`config.mk`:
```
export PLATFORM = sky130hd
export DESIGN_NAME = cell_store
export DESIGN_NICKNAME = d
export VERILOG_FILES = /design/src/rtl/cell_store.sv
export SDC_FILE = /design/constraint.sdc
export NUM_CORES = 1
export LEC_CHECK = 0
export ABC_AREA = 1
export BUFFER_PORTS_ARGS = -buffer_cell sky130_fd_sc_hd__buf_4
export CAP_MARGIN = 20
export CORE_MARGIN = 2
export CORE_UTILIZATION = 57
export DETAILED_ROUTE_END_ITERATION = 16
export GPL_ROUTABILITY_DRIVEN = 0
export GPL_TIMING_DRIVEN = 0
export PLACE_DENSITY_LB_ADDON = 0.25
export RECOVER_POWER = 25
export SLEW_MARGIN = 0
export SYNTH_ARGS = -nofsm -noshare
export SYNTH_HDL_FRONTEND = slang
export SYNTH_SLANG_ARGS = --single-unit
```
`constraint.sdc`:
```
create_clock -name clk -period 4.95 [get_ports clk]
set_input_delay 0.495 -clock clk [delete_from_list [all_inputs] [get_ports clk]]
set_output_delay 0.495 -clock clk [all_outputs]
set_load 0.02 [all_outputs]
```
`src/rtl/cell_store.sv`:
```
// ---------------------------------------------------------------------------
// cell_store
//
// Dual-bank cell memory for the evolution engine. The current bank holds
// generation g and the next bank collects generation g+1. The current
// bank has one read port, shared by the evolution engine and the display
// scanner. A user load port writes the current bank while idle, and a
// clear sequencer zeroes both banks one cell per cycle.
//
// Ports:
//   clk, rst_n                 clock, asynchronous active-low reset
//   evo_rden, evo_read_pos     evolution read (current bank); copy source
//   prev_status                evolution read data, 1-cycle latency
//   evo_wden, evo_write_pos    evolution write (next bank); copy destination
//   live                       evolution write data
//   copy_rden, copy_wden       copy sweep strobes (next -> current)
//   disp_rden, disp_pos        display read request
//   disp_data, disp_valid      display read data / grant flag
//   load_en, load_pos, load_data  user write to the current bank (idle only)
//   clear_req                  pulse: zero both banks
//   busy                       generation or clear in progress
//   live_count                 number of live cells in the current bank
//
// Optional feature: define CELL_STORE_POPCOUNT_EN to build the live-cell
// counter; otherwise live_count is tied to zero.
// ---------------------------------------------------------------------------
module cell_store #(
    parameter int P_PARAM_M = 5,
    parameter int P_PARAM_N = 5,
    parameter int WIDTH     = 12
) (
    input  logic               clk,
    input  logic               rst_n,
    input  logic               evo_rden,
    input  logic [2*WIDTH-1:0] evo_read_pos,
    output logic               prev_status,
    input  logic               evo_wden,
    input  logic [2*WIDTH-1:0] evo_write_pos,
    input  logic               live,
    input  logic               copy_rden,
    input  logic               copy_wden,
    input  logic               disp_rden,
    input  logic [2*WIDTH-1:0] disp_pos,
    output logic               disp_data,
    output logic               disp_valid,
    input  logic               load_en,
    input  logic [2*WIDTH-1:0] load_pos,
    input  logic               load_data,
    input  logic               clear_req,
    output logic               busy,
    output logic [2*WIDTH-1:0] live_count
);

    localparam int AW    = 2 * WIDTH;
    localparam int CELLS = P_PARAM_M * P_PARAM_N;
    localparam int CW    = (CELLS > 1) ? $clog2(CELLS) : 1;

    localparam logic [AW-1:0] CELLS_A  = AW'(CELLS);
    localparam logic [CW-1:0] LAST_IDX = CW'(CELLS - 1);

    typedef enum logic [1:0] {
        S_IDLE,
        S_EVOLVE,
        S_COPY,
        S_CLEAR
    } state_t;

    state_t           state;
    logic [CELLS-1:0] cur_bank;
    logic [CELLS-1:0] nxt_bank;
    logic             copy_buf;
    logic             strobe_d;
    logic [CW-1:0]    clr_idx;

    // Address decode: out-of-range addresses read as 0 and drop writes.
    logic          evo_rd_ok, evo_wr_ok, disp_ok, load_ok;
    logic [CW-1:0] evo_rd_idx, evo_wr_idx, disp_idx, load_idx;

    assign evo_rd_ok  = (evo_read_pos  < CELLS_A);
    assign evo_wr_ok  = (evo_write_pos < CELLS_A);
    assign disp_ok    = (disp_pos      < CELLS_A);
    assign load_ok    = (load_pos      < CELLS_A);
    assign evo_rd_idx = evo_read_pos[CW-1:0];
    assign evo_wr_idx = evo_write_pos[CW-1:0];
    assign disp_idx   = disp_pos[CW-1:0];
    assign load_idx   = load_pos[CW-1:0];

    // Current-bank write mux: load (idle), copy (copy), clear (clear).
    logic          strobes;
    logic          evo_grant;
    logic          copy_wr;
    logic          cur_we;
    logic [CW-1:0] cur_widx;
    logic          cur_wbit;

    always_comb begin
        strobes   = copy_rden && copy_wden;
        evo_grant = evo_rden && ((state == S_IDLE) || (state == S_EVOLVE));
        // The copy write lags the copy read by one cycle, so it only fires
        // once the strobes have been high for two consecutive cycles.
        copy_wr   = (state == S_COPY) && strobes && strobe_d;
        cur_we    = 1'b0;
        cur_widx  = load_idx;
        cur_wbit  = load_data;
        case (state)
            S_IDLE: begin
                if (load_en && load_ok) begin
                    cur_we   = 1'b1;
                    cur_widx = load_idx;
                    cur_wbit = load_data;
                end
            end
            S_COPY: begin
                if (copy_wr && evo_wr_ok) begin
                    cur_we   = 1'b1;
                    cur_widx = evo_wr_idx;
                    cur_wbit = copy_buf;
                end
            end
            S_CLEAR: begin
                cur_we   = 1'b1;
                cur_widx = clr_idx;
                cur_wbit = 1'b0;
            end
            default: ;
        endcase
    end

    assign busy = (state != S_IDLE);

    always_ff @(posedge clk or negedge rst_n) begin
        if (!rst_n) begin
            state       <= S_IDLE;
            cur_bank    <= '0;
            nxt_bank    <= '0;
            copy_buf    <= 1'b0;
            strobe_d    <= 1'b0;
            clr_idx     <= '0;
            prev_status <= 1'b0;
            disp_data   <= 1'b0;
            disp_valid  <= 1'b0;
        end else begin
            strobe_d <= strobes;

            if (cur_we) begin
                cur_bank[cur_widx] <= cur_wbit;
            end

            if (evo_grant) begin
                prev_status <= evo_rd_ok ? cur_bank[evo_rd_idx] : 1'b0;
            end

            // Display loses the read port to an evolution read or a copy
            // write; during clear it is answered with zero.
            disp_valid <= 1'b0;
            if (disp_rden) begin
                if (state == S_CLEAR) begin
                    disp_data  <= 1'b0;
                    disp_valid <= 1'b1;
                end else if (!evo_grant && !copy_wr) begin
                    disp_data  <= disp_ok ? cur_bank[disp_idx] : 1'b0;
                    disp_valid <= 1'b1;
                end
            end

            case (state)
                S_IDLE: begin
                    if (evo_rden) begin
                        state <= S_EVOLVE;
                    end else if (clear_req) begin
                        state   <= S_CLEAR;
                        clr_idx <= '0;
                    end
                end
                S_EVOLVE: begin
                    if (evo_wden && evo_wr_ok) begin
                        nxt_bank[evo_wr_idx] <= live;
                    end
                    // The first strobe cycle still falls in S_EVOLVE; it
                    // performs the first copy read so no cell is skipped.
                    if (strobes) begin
                        copy_buf <= evo_rd_ok ? nxt_bank[evo_rd_idx] : 1'b0;
                        state    <= S_COPY;
                    end
                end
                S_COPY: begin
                    if (strobes) begin
                        copy_buf <= evo_rd_ok ? nxt_bank[evo_rd_idx] : 1'b0;
                    end else begin
                        state <= S_IDLE;
                    end
                end
                S_CLEAR: begin
                    nxt_bank[clr_idx] <= 1'b0;
                    if (clr_idx == LAST_IDX) begin
                        state   <= S_IDLE;
                        clr_idx <= '0;
                    end else begin
                        clr_idx <= clr_idx + CW'(1);
                    end
                end
                default: state <= S_IDLE;
            endcase
        end
    end

`ifdef CELL_STORE_POPCOUNT_EN
    // Bit changes are captured at the write edge and applied one cycle
    // later; clearing writes are excluded because clear forces zero.
    logic pc_up;
    logic pc_dn;

    always_ff @(posedge clk or negedge rst_n) begin
        if (!rst_n) begin
            pc_up      <= 1'b0;
            pc_dn      <= 1'b0;
            live_count <= '0;
        end else begin
            pc_up <= cur_we && (state != S_CLEAR) && cur_wbit && !cur_bank[cur_widx];
            pc_dn <= cur_we && (state != S_CLEAR) && !cur_wbit && cur_bank[cur_widx];
            if (state == S_CLEAR) begin
                live_count <= '0;
            end else if (pc_up) begin
                live_count <= live_count + AW'(1);
            end else if (pc_dn) begin
                live_count <= live_count - AW'(1);
            end
        end
    end
`else
    assign live_count = '0;
`endif

endmodule
```
* Yosys cells after proc, flatten, opt, wreduce, memory -nomap -nowiden *
Index checks and enable logic that the tools add are counted.

storage, ports and cells
  output and inout port bits = 28
  word-level logic and storage cells = 101
  register bits after elaboration = 62

cells by class
  bitwise operators = 2
  add/subtract/negate cells = 1
  mux-type cells = 41
  equal/unequal tests = 11
  reductions and logical operators = 25
  $lt $le $gt $ge = 12

operators by type and width
  kind                 number
  $lt 24x5->1 const B  4
  $bwmux 25            2
  $pmux 25 s2          1
  $lt 5x6->1 const B   5
  $and 25x25->25       1
  $mux 25              1
  $not 25->25          1
  $mux 5               4
  $pmux 5 s2           2
  $mux 1               17
  $bmux 1 s5           3
  $demux 1 s5          3
  $ge 5x1->1 const B   3
  $logic_and 1x1->1    11
  $mux 2               5
  $ne 2x2->1 const B   4
  $pmux 2 s4           1
  $reduce_bool 2->1    4
  $reduce_and 2->1     3
  $add 5x1->5 const B  1
  $eq 5x5->1 const B   1
  $eq 2x2->1 const B   2
  $ne 2x1->1 const B   2
  $reduce_and 4->1     1
  9 further kinds      10

* Longest topological paths before layout *
  word-level depth = 11
  mapped depth = 16

* Least setup slack after synthesis *
OpenSTA, ideal clock, no wires.

  path type = register to register
  start = reg state[0]
  end = reg cur_bank[23]
  buffers on the path = 1
  path slack = 3001 ps
  stages on the path, launching flop included = 14
  data arrival time = 1825 ps
  cells stage by stage = dfrtp_1 inv_1 ha_1 buf_2 nor2_1 inv_1 o21ai_0 inv_1 nand2_2 nand2_2 nor2_2 nand2_1 nand2_1 o21ai_1

between the ends
  cells in the longest elaborated chain, start to end = 11
  elaborated cells between the ends (all ways) = 18

ends and longest elaborated chain
  element                                                         RTL line  RTL
  start: declaration                                              68        state_t state;
  start signal: assignment                                        133       state <= S_IDLE;
  start signal: assignment                                        169       state <= S_EVOLVE;
  start signal: assignment                                        171       state <= S_CLEAR;
  $eq 2x2->1                                                      101, 105
  $logic_and 1x1->1 (2 in a row)                                  101       copy_wr = (state == S_COPY) && strobes && strobe_d;
  $logic_and 1x1->1                                               114       if (copy_wr && evo_wr_ok) begin
  $mux 5                                                          114
  $pmux 5 s2                                                      105       case (state)
  $lt 5x6->1 (implied by the code) or $ge 5x1->1 (tied branches)  146       cur_bank[cur_widx] <= cur_wbit;
  $logic_and 1x1->1 (implied by the code)                         146
  $mux 1 (implied by the code)                                    146
  $demux 1 s5                                                     146
  $bwmux 25                                                       146
  end signal: indexed assignment                                  146
  end: declaration                                                69        logic [CELLS-1:0] cur_bank;

Parallel ways exist; a longest one is shown, timed or not.
A chain may end at the register's enable or synchronous reset.

* Final worst setup path *
  start = reg state[0]
  end = reg nxt_bank[15]

between the ends
  cells in the longest elaborated chain, start to end = 3
  elaborated cells between the ends (all ways) = 6

ends and longest elaborated chain
  element                                                           RTL line  RTL
  $eq 2x1->1 or $eq 2x2->1 (tied branches)                          166       case (state)
  $ne 2x1->1 (no source line) or $reduce_bool 2->1 (tied branches)  -
  $reduce_and 2->1 (no source line)                                 -
  end signal: indexed assignment                                    177       nxt_bank[evo_wr_idx] <= live;
  end: declaration                                                  70        logic [CELLS-1:0] nxt_bank;

Parallel ways exist; a longest one is shown, timed or not.

==> flow_summary.ini <==
[drt]
met2_length_mm = 7.14
wl_met1_mm = 5.74
highest_layer = met4
dr.pass1.iters = 6
drtIter0Drc = 527
wl_met3_mm = 1.71
routed_wl_mm = 14.9
viasPerCell = 5.85
postRouteAntennaNets = 0
wl_per_cell_um = 14.8
drc = 0
vias = 5881

[synth]
ys.flop_type = dfrtp_1
syn_avg_cell_area_um2 = 6.69
synth_xor_area_frac = 0
synth.mux.area_fraction = 0
ys_warn_count = 0
yosys.area_share.simple = 0.375
synth-seq-cells = 62
async_flop_share = 1.00
synthAdderAreaFrac = 0.0200
synth_edf_count = 0
syn_area_mm2 = 0.00501
synth_seq_area_share = 0.309
synth_top_area_cell = dfrtp_1
synth_compound_gate_area_share = 0.183
netlist_instances = 750
ys_types = 46
synth_top_family_by_area = simple AND/OR/NAND/NOR gates
synth_top_area_frac = 0.309
synth_area_leaders = dfrtp_1, nand2_1, nand3_1

[sta]
worst_slew_pin_slew_ns = 0.804
maxSlewHeadroom = 0.457
rsz0062_at_grt = false
setup_tns_ns = 0
holdWs_ns = 0.222
finClkSkew_ns = 0.00646
final-max-slew-violation-count = 0
setup_viol = 0
hold_violations = 0
timing.final.ws_setup_ns = 2.59
timing.final.crit_share = 0.476
min_period_ns = 2.36
max_freq_mhz = 424

[placement]
dp.cells = 990
dp_slack_ns = 2.56
hpwl_mm = 11.7
io_buffer_count = 109

[die]
core_area_mm2 = 0.00864
die_area_mm2 = 0.00956
dieWidth_um = 97.8
die_y_um = 97.8
start_util = 0.581
rows = 34
ios = 135

[setup_path]
crit_fanout = 10
endpoint_kind = flip-flop
crit_required_ns = 5.19
setup.worst_path.start_class = flip-flop
cp_num_buf_inv = 3
max_stage_delay_ns = 0.43
slowest_stage = dfrtp_1
critPathKind = reg -> reg
cpLargestDelayFamily = buffers and inverters
cp_cell_sequence = ha_1, inv_1, clkbuf_1, nand2_1, clkbuf_1, o31ai_1
cp.arrival_ns = 2.60
path_common_cell = clkbuf_1

[cts]
clock_latency_ns = 0.35
cts_tree = yes
htreeDepth = 3
clock_sinks = 62
clockBufferDepth = 2
cts_post_setup_buffers_inserted = 0
cts_hold_buffers = 0
cts-root-buf = clkbuf_8
cts_resized = 0
cts.clk_slew.worst_paths_ns = 0.07
cts_made_buffers = 9

[layout]
nets = 1008
n_antenna_cell = 0
fillers = 681
fin_cells = 1005
syn2layout_area_growth_pct = 24.5
drive_above_1_share = 0.219

[power]
leakagePower_nw = 3.05
ir_worst_vdd_mv = 0.192
p_total_mw = 1.99
p_comb_frac = 0.452
p_per_area_mw_per_mm2 = 320
seqPwrFrac = 0.323
p_sw_frac = 0.441
p_int_mw = 1.11
p_sw_mw = 0.880
clockPowerShare = 0.224

[global_route]
grt_usage = 0.309
overflow = 0
grt_pass1_vias = 5407
antenna_found_initial = 0
grt_max_degree = 63
grt_pass1_wl_mm = 24.4

[job]
drv_cap = 0

[outcome]
outcome = finished, final reports clean

[worst_hold_path]
min_path_type = in -> async
## power by group through the flow
stage	logic, mW	registers, mW	clock network, mW
final	0.902	0.645	0.447
after global routing	0.998	0.650	0.463
after CTS	0.887	0.641	0.443
after detailed placement	0.882	0.651	0
after global placement	0.851	0.645	0
after floorplan	0.636	0.625	0
## layout by cell type (no fill, tap or decap), types with 4 or more instances in the layout
master,instances
nand2_1,186
buf_4,132
nor2_1,84
inv_1,69
nand3_1,67
o21ai_0,66
dfrtp_1,62
a21oi_1,24
conb_1,24
o21ai_1,20
clkbuf_1,19
o31ai_1,17
nand2_2,10
nor3_1,10
clkbuf_8,10
nor4_1,8
ha_1,8
a32oi_1,7
nor2_4,6
nand2_4,5
nor2_2,5
nand4_1,5
nor2_8,4
buf_2,4
nand3_2,4
## metrics by stage
stage | utilization | cell area (µm²)
after floorplan | - | 5100
after global placement | 0.701 | 6050
after detailed placement | 0.701 | 6050
after CTS | 0.723 | 6240
after global routing | 0.723 | 6240
final | 0.723 | 6240
## synth_stat cells (4+ instances only)
library cell  count
a21oi_1          24
a32oi_1           7
buf_2             4
buf_4            24
clkbuf_1         18
dfrtp_1          62
ha_1              8
inv_1            69
nand2_1         186
nand2_2          10
nand2_4           5
nand3_1          67
nand3_2           4
nand4_1           5
nor2_1           84
nor2_2            5
nor2_4            6
nor2_8            4
nor3_1           10
nor4_1            8
o21ai_0          66
o21ai_1          20
o31ai_1          17
## routing by layer
layer,vias up,global-route usage
met4,0,0.0897
li1,2748,-
met3,39,0.0580
met5,-,0
met1,2689,0.396
met2,405,0.535
## state kept, by name, indices dropped and copies added (netlist names), 2 cells and up
register / count
nxt_bank: 25
cur_bank: 25
state: 2
clr_idx: 5
## final cells by class
cell class	instances	area (µm²)	area share
inverters	75	288	0.0461
clock buffers	11	141	0.0226
repair buffers	109	818	0.131
well taps	108	135	0.0216
flip-flops and latches	62	1550	0.248
clock inverters	4	47.5	0.00762
multi-input cells	588	2980	0.478
plain buffers	48	278	0.0445
## path summary, 6_finish.rpt
check,cells past startpoint,slack [ns],from,endpoint
worst max register to register,6,2.59,state[0]$_DFFE_PN0P_,nxt_bank[15]$_DFFE_PN0P_
worst min-delay path,1,0.22,rst_n,nxt_bank[11]$_DFFE_PN0P_
min in group clk,3,0.37,disp_rden,disp_valid$_DFF_PN0_
worst min register to register,2,0.49,nxt_bank[17]$_DFFE_PN0P_,nxt_bank[17]$_DFFE_PN0P_
max in group asynchronous,1,4.21,rst_n,cur_bank[1]$_DFFE_PN0P_
worst max-delay path,6,2.59,state[0]$_DFFE_PN0P_,nxt_bank[15]$_DFFE_PN0P_
## kinds of logic (layout without fill, tap and decap cells)
logic type / count (synthesis) / after routing
compound gates: 156 / 156
fa+ha+maj: 8 / 8
buf+inv: 123 / 247
flops: 62 / 62
other cells: 1 / 24
simple gates: 400 / 400
Power figures use the tool's default switching activity.
